### src/rtl/window_fetch_pkg.sv
// Shared constants and FSM state type for the window fetch stage.
// The memory-control window muxes reuse the width constants defined here.
package window_fetch_pkg;

    localparam int unsigned WF_DATA_W  = 16;  // word width
    localparam int unsigned WF_ADDR_W  = 11;  // RAM address width
    localparam int unsigned WF_WORDS   = 5;   // words per window
    localparam int unsigned WF_MEM_LAT = 1;   // RAM read latency (1 or 2)
    localparam int unsigned WF_TAG_W   = 3;   // slot tag width

    typedef enum logic [1:0] {
        IDLE  = 2'd0,
        ISSUE = 2'd1,
        DRAIN = 2'd2,
        HOLD  = 2'd3
    } fetch_state_t;

endpackage

### src/rtl/window_capture.sv
// Tagged capture register: one DATA_W slot per window word, written by slot
// tag and cleared as a whole at the start of each window.
module window_capture #(
    parameter int unsigned DATA_W = 16,
    parameter int unsigned WORDS  = 5,
    parameter int unsigned TAG_W  = 3
) (
    input  logic                      clk,
    input  logic                      rst,
    input  logic                      clear,
    input  logic                      wr_en,
    input  logic [TAG_W-1:0]          wr_tag,
    input  logic [DATA_W-1:0]         wr_data,
    output logic [DATA_W*WORDS-1:0]   win_data
);

    logic [DATA_W*WORDS-1:0] cap_q;

    // Clear has priority; otherwise the tagged slot takes the returned word.
    always_ff @(posedge clk or posedge rst) begin
        if (rst) begin
            cap_q <= '0;
        end else if (clear) begin
            cap_q <= '0;
        end else if (wr_en) begin
            for (int unsigned i = 0; i < WORDS; i++) begin
                if (wr_tag == TAG_W'(i)) begin
                    cap_q[i*DATA_W +: DATA_W] <= wr_data;
                end
            end
        end
    end

    assign win_data = cap_q;

endmodule

### src/rtl/window_fetch.sv
// Window fetch stage: issues WORDS consecutive reads from a single-port RAM,
// captures the returned words by slot and presents them as one packed window.
// Optional feature macro: WINDOW_ZERO_PAD_EN (zero-pads words past last_addr).
module window_fetch
    import window_fetch_pkg::*;
#(
    parameter int unsigned DATA_W  = WF_DATA_W,
    parameter int unsigned ADDR_W  = WF_ADDR_W,
    parameter int unsigned WORDS   = WF_WORDS,
    parameter int unsigned MEM_LAT = WF_MEM_LAT,
    parameter int unsigned TAG_W   = WF_TAG_W
) (
    input  logic                     clk,
    input  logic                     rst,
    input  logic                     start,
    input  logic [ADDR_W-1:0]        base_addr,
    input  logic [ADDR_W-1:0]        last_addr,
    output logic                     busy,
    output logic [ADDR_W-1:0]        mem_addr,
    output logic                     mem_read_en,
    output logic                     mem_write_enable,
    input  logic [DATA_W-1:0]        mem_rdata,
    output logic [DATA_W*WORDS-1:0]  win_data,
    output logic                     win_valid,
    input  logic                     win_ready
);

    fetch_state_t       state, state_nx;
    logic [TAG_W-1:0]   cnt;
    logic [ADDR_W-1:0]  base_q;
    logic               issue_last;
    logic               drain_done;
    logic               start_ok;

    logic [ADDR_W-1:0]  slot_base;
    logic [TAG_W-1:0]   slot_k;
    logic [ADDR_W-1:0]  slot_addr;
    logic               slot_live;

    logic [MEM_LAT-1:0] tag_v;
    logic [TAG_W-1:0]   tag_k [MEM_LAT];

`ifdef WINDOW_ZERO_PAD_EN
    logic [ADDR_W-1:0]  last_q;
    logic [ADDR_W-1:0]  slot_last;
`else
    logic               unused_last;
    assign unused_last = ^last_addr;
`endif

    assign start_ok         = (state == IDLE) && start;
    assign issue_last       = (cnt == TAG_W'(WORDS - 1));
    assign drain_done       = (cnt == TAG_W'(MEM_LAT));
    assign mem_write_enable = 1'b0;

    // State register.
    always_ff @(posedge clk or posedge rst) begin
        if (rst) state <= IDLE;
        else     state <= state_nx;
    end

    // Next-state logic; DRAIN spans MEM_LAT+1 cycles so the last word is settled in HOLD.
    always_comb begin
        state_nx = state;
        case (state)
            IDLE:    if (start)      state_nx = ISSUE;
            ISSUE:   if (issue_last) state_nx = DRAIN;
            DRAIN:   if (drain_done) state_nx = HOLD;
            HOLD:    if (win_ready)  state_nx = IDLE;
            default: state_nx = IDLE;
        endcase
    end

    // Status outputs decoded from the state register.
    always_comb begin
        busy      = (state != IDLE);
        win_valid = (state == HOLD);
    end

    // Address and pad decision for the slot presented in the next cycle.
    always_comb begin
        slot_base = (state == IDLE) ? base_addr : base_q;
        slot_k    = (state == IDLE) ? '0 : cnt + TAG_W'(1);
        slot_addr = slot_base + ADDR_W'(slot_k);
`ifdef WINDOW_ZERO_PAD_EN
        slot_last = (state == IDLE) ? last_addr : last_q;
        slot_live = ({1'b0, slot_base} + (ADDR_W+1)'(slot_k)) <= {1'b0, slot_last};
`else
        slot_live = 1'b1;
`endif
    end

    // Request latching, slot/drain counter and registered RAM read port.
    always_ff @(posedge clk or posedge rst) begin
        if (rst) begin
            base_q      <= '0;
            cnt         <= '0;
            mem_addr    <= '0;
            mem_read_en <= 1'b0;
`ifdef WINDOW_ZERO_PAD_EN
            last_q      <= '0;
`endif
        end else begin
            case (state)
                IDLE: begin
                    if (start) begin
                        base_q      <= base_addr;
                        cnt         <= '0;
                        mem_addr    <= slot_addr;
                        mem_read_en <= slot_live;
`ifdef WINDOW_ZERO_PAD_EN
                        last_q      <= last_addr;
`endif
                    end
                end
                ISSUE: begin
                    if (issue_last) begin
                        cnt         <= '0;
                        mem_read_en <= 1'b0;
                    end else begin
                        cnt         <= slot_k;
                        mem_addr    <= slot_addr;
                        mem_read_en <= slot_live;
                    end
                end
                DRAIN:   cnt <= cnt + TAG_W'(1);
                default: ;
            endcase
        end
    end

    // Return-tag pipeline: slot index and read strobe delayed by the RAM latency.
    always_ff @(posedge clk or posedge rst) begin
        if (rst) begin
            tag_v <= '0;
            for (int unsigned i = 0; i < MEM_LAT; i++) tag_k[i] <= '0;
        end else begin
            tag_v[0] <= mem_read_en;
            tag_k[0] <= cnt;
            for (int unsigned i = 1; i < MEM_LAT; i++) begin
                tag_v[i] <= tag_v[i-1];
                tag_k[i] <= tag_k[i-1];
            end
        end
    end

    window_capture #(
        .DATA_W (DATA_W),
        .WORDS  (WORDS),
        .TAG_W  (TAG_W)
    ) u_capture (
        .clk      (clk),
        .rst      (rst),
        .clear    (start_ok),
        .wr_en    (tag_v[MEM_LAT-1]),
        .wr_tag   (tag_k[MEM_LAT-1]),
        .wr_data  (mem_rdata),
        .win_data (win_data)
    );

endmodule
### config.mk
export PLATFORM = sky130hd
export DESIGN_NAME = window_fetch
export DESIGN_NICKNAME = d
export VERILOG_FILES = /design/src/rtl/window_fetch_pkg.sv /design/src/rtl/window_capture.sv /design/src/rtl/window_fetch.sv
export SDC_FILE = /design/constraint.sdc
export NUM_CORES = 1
export LEC_CHECK = 0
export ABC_AREA = 0
export BUFFER_PORTS_ARGS = -buffer_cell sky130_fd_sc_hd__buf_2
export CAP_MARGIN = 5
export CORE_MARGIN = 2
export CORE_UTILIZATION = 53
export CTS_CLUSTER_SIZE = 24
export DETAILED_ROUTE_END_ITERATION = 16
export MAX_ROUTING_LAYER = met4
export PLACE_DENSITY = 0.89
export SYNTH_ARGS = -nofsm -noshare
export SYNTH_HDL_FRONTEND = slang
export SYNTH_SLANG_ARGS = --single-unit
### constraint.sdc
create_clock -name clk -period 5.3 [get_ports clk]
set_clock_uncertainty 0.1 [all_clocks]
set_input_delay 1.06 -clock clk [delete_from_list [all_inputs] [get_ports clk]]
set_output_delay 1.06 -clock clk [all_outputs]
set_load 0.05 [all_outputs]
==> results.json <==
{
  "holdCritPathClass": "flop to flop",
  "comb_power_share_pct": 53.1,
  "fin_cells": 765,
  "worst_rel_slew_slack_pct": 25.12,
  "internal_power_mw": 1.916,
  "pre_cts_slack_ns": 2.094,
  "startpoint": "state[1]",
  "die_x_um": 101.8,
  "route.vias.total": 4158,
  "hold_violations": 0,
  "tritoncts": "done",
  "clk_latency_ns": 0.35,
  "crit_required_ns": 4.14,
  "cap_viol_max_count": 0,
  "gr-total-overflow": 0,
  "critical_path_peak_fanout": 25,
  "share_seq_of_total_power_pct": 33.6,
  "wire_length_of_the_first_global_routing_pass_um": 19280,
  "io_buffer_count": 124,
  "core_area_mm2": 0.009240,
  "tritoncts.num_buffers": 9,
  "clk_transition_reported_paths_ns": 0.10,
  "vdd.ir_drop.worst_mv": 0.5442,
  "grt_setup_unrepaired": "false",
  "synthesized_netlist_net_count": 580,
  "detailed_router_iteration_count_before_antenna_repair": 4,
  "ctsResizeCount": 0,
  "avgSynthCellArea_um2": 9.641,
  "grt_use_total_pct": 24.31,
  "criticalPathCategory": "flop to output port",
  "status": "finished clean",
  "timing.final.ws_setup_ns": 1.957,
  "cts.hold.buffers_added": 0,
  "ys_warn_count": 0,
  "insertedDiodeCount": 0,
  "floorplan.die.height_um": 101.8,
  "drt-initial-drc-count": 242,
  "sw_frac_of_total_pct": 50.57,
  "detailedPlacementHpwl_um": 8517,
  "design.portCount": 137,
  "drt-wirelength-per-cell_um": 15.59,
  "post_synth_num_cell_types": 42,
  "cts.root.buffer_cell": "sky130_fd_sc_hd__clkbuf_8",
  "synth_enable_flop_cells": 0,
  "dpl.cell_count": 750,
  "max-clock-path-buffers": 2,
  "pin_count_of_the_biggest_net_entering_global_routing": 80,
  "drcViolationCount": 0,
  "dominantRegCellSynth": "sky130_fd_sc_hd__dfrtp_1",
  "synth.top_cell.area_share_pct": 55.27,
  "gp_congestion": 0.8549,
  "postSynth.asyncResetShare_pct": 100.0,
  "synthesis.instances": 526,
  "power.share.clock_pct": 13.3,
  "netlist_top_cells_area": "sky130_fd_sc_hd__dfrtp_1, sky130_fd_sc_hd__nand2_1, sky130_fd_sc_hd__a21oi_1",
  "power.leakage_nw": 2.919,
  "fp.dieArea_mm2": 0.01037,
  "final-max-slew-violation-count": 0,
  "power-per-cell-area_mw_per_mm2": 658.4,
  "avgViaCountPerCell": 5.435,
  "timing.fmax_ghz": 0.2992,
  "power.switching_mw": 1.961,
  "number_of_global_route_vias_before_repair": 4022,
  "worst_r2r_startpoint": "state[1]",
  "antenna_found_initial": 0,
  "timing.hold.worst.start": "mem_read_en",
  "routed_wire_length_um": 11930,
  "syn2layout_area_growth_pct": 16.11,
  "number_of_setup_buffers_added_after_cts": 0,
  "cts.sink_count": 112,
  "ys_seq_area_share_pct": 55.27,
  "timing.critical_path.arrival_ns": 2.18,
  "post_route_cells_drive_above_1_share_pct": 27.04,
  "antenna_violating_nets_post_route": 0,
  "final_nets": 686,
  "clock_period_minus_worst_slack_ns": 3.343,
  "power.total_mw": 3.877,
  "clock_tree.htree_level_count": 3,
  "max_slew.worst_pin.slew_ns": 1.123,
  "setup_tns_after_final_layout_ns": 0,
  "fin_crit_sh_pct": 63.07,
  "postSynthRegisterBits": 112,
  "yosysTopAreaCell": "sky130_fd_sc_hd__dfrtp_1",
  "post_synth_instance_area_mm2": 0.005071,
  "fp-row-count": 35,
  "setup.worst_path.end_class": "output port",
  "final_setup_violating_endpoints": 0,
  "startpoint_type": "flop",
  "initial_utilization_pct": 54.88
}
==> layout by cell type, fill, tap and decap left out, types with 3 or more instances in the layout <==
master / instances
sky130_fd_sc_hd__inv_1: 10
sky130_fd_sc_hd__nand3b_1: 3
sky130_fd_sc_hd__and2_1: 3
sky130_fd_sc_hd__nand3_1: 7
sky130_fd_sc_hd__nor2_1: 5
sky130_fd_sc_hd__o21ai_0: 16
sky130_fd_sc_hd__xnor2_1: 3
sky130_fd_sc_hd__ha_1: 11
sky130_fd_sc_hd__nor2b_1: 6
sky130_fd_sc_hd__and3_1: 3
sky130_fd_sc_hd__clkbuf_8: 9
sky130_fd_sc_hd__mux2_2: 19
sky130_fd_sc_hd__nand4b_1: 3
sky130_fd_sc_hd__dfrtp_1: 112
sky130_fd_sc_hd__buf_2: 124
sky130_fd_sc_hd__a21oi_1: 86
sky130_fd_sc_hd__nand2_1: 176
sky130_fd_sc_hd__mux2i_1: 4
==> layer usage <==
| layer | GRT usage [%] | part of all wire, % | vias up |
|---|---|---|---|
| met5 | - | 0 | - |
| met4 | 6.564 | 1.1 | 0 |
| met3 | 4.651 | 7.7 | 18 |
| met2 | 39.57 | 49 | 193 |
| met1 | 31.55 | 42 | 1999 |
| li1 | - | - | 1948 |
==> logic make-up after synthesis <==
group,synth area share (%)
flops,55.27
fa+ha+maj,3.109
mux,5.009
buf+inv,4.441
other cells,0.07395
simple gates,17.49
compound gates,13.74
xor+xnor,0.8637
==> worst max-delay path, stage by stage (launching register included) <==
cell	delay (ns)
sky130_fd_sc_hd__dfrtp_1	0.42
sky130_fd_sc_hd__inv_1	0.12
sky130_fd_sc_hd__ha_1	0.77
sky130_fd_sc_hd__inv_1	0.24
sky130_fd_sc_hd__buf_2	0.28
==> flip-flops by register name, summed over array words and instances, names as in the netlist <==
name / cells
tag_k: 3
tag_v: 1
cnt: 3
mem_read_en: 1
u_capture.win_data: 80
state: 2
base_q: 11
mem_addr: 11
==> cell usage after synthesis (2+ instances only) <==
cell type / instances
sky130_fd_sc_hd__and3_1: 3
sky130_fd_sc_hd__dfrtp_1: 112
sky130_fd_sc_hd__xnor2_1: 3
sky130_fd_sc_hd__and3b_1: 2
sky130_fd_sc_hd__and2_1: 4
sky130_fd_sc_hd__nand4b_1: 3
sky130_fd_sc_hd__buf_2: 19
sky130_fd_sc_hd__mux2_2: 19
sky130_fd_sc_hd__nor2_1: 5
sky130_fd_sc_hd__ha_1: 11
sky130_fd_sc_hd__a21oi_1: 86
sky130_fd_sc_hd__clkbuf_2: 2
sky130_fd_sc_hd__mux2i_1: 4
sky130_fd_sc_hd__inv_1: 11
sky130_fd_sc_hd__nand2b_1: 2
sky130_fd_sc_hd__a211o_1: 2
sky130_fd_sc_hd__buf_6: 2
sky130_fd_sc_hd__nand3b_1: 3
sky130_fd_sc_hd__o21ai_0: 16
sky130_fd_sc_hd__buf_4: 7
sky130_fd_sc_hd__xor2_1: 2
sky130_fd_sc_hd__nand2_1: 176
sky130_fd_sc_hd__nand3_1: 7
sky130_fd_sc_hd__o31ai_2: 2
sky130_fd_sc_hd__nor2b_1: 6
==> worst paths after layout <==
path | to | slack (ns) | cells after the start
setup / recovery | busy | 1.96 | 4
hold / removal | tag_v | 0.33 | 0
min in group asynchronous | u_capture.win_data[7] | 0.80 | 2
setup reg to reg | mem_addr[10] | 2.08 | 10
hold reg to reg | tag_v | 0.33 | 0
max in group asynchronous | mem_addr[8] | 3.28 | 3
==> power groups by stage <==
stage               sequential (mW)  clock, mW  combinational [mW]
detailed placement             1.32          0                2.06
finish                         1.30      0.516                2.06
floorplan                      2.03          0               0.935
global route                   1.33      0.560                2.23
global placement               1.29          0                2.00
CTS                            1.30      0.529                2.07
==> per-stage QoR <==
| stage | util, % | cell area, um2 | hold slack (ns) |
|---|---|---|---|
| CTS | 63.72 | 5888 | 0.3350 |
| global route | 63.72 | 5888 | 0.3614 |
| floorplan | - | 5071 | 0.2918 |
| finish | 63.72 | 5888 | 0.3272 |
| global placement | 61.56 | 5688 | 0.3170 |
| detailed placement | 61.56 | 5688 | 0.3090 |
==> area by class of cell <==
class                   count  area (um2)
repair buffers            126       635.6
fillers                   721        3352
well taps                 129       161.4
multi-input cells         372        2044
inverters                  11       43.79
flip-flops and latches    112        2803
clock inverters             6       76.32
clock buffers               9       123.9
Note: power is estimated with default switching activity, not from simulation.
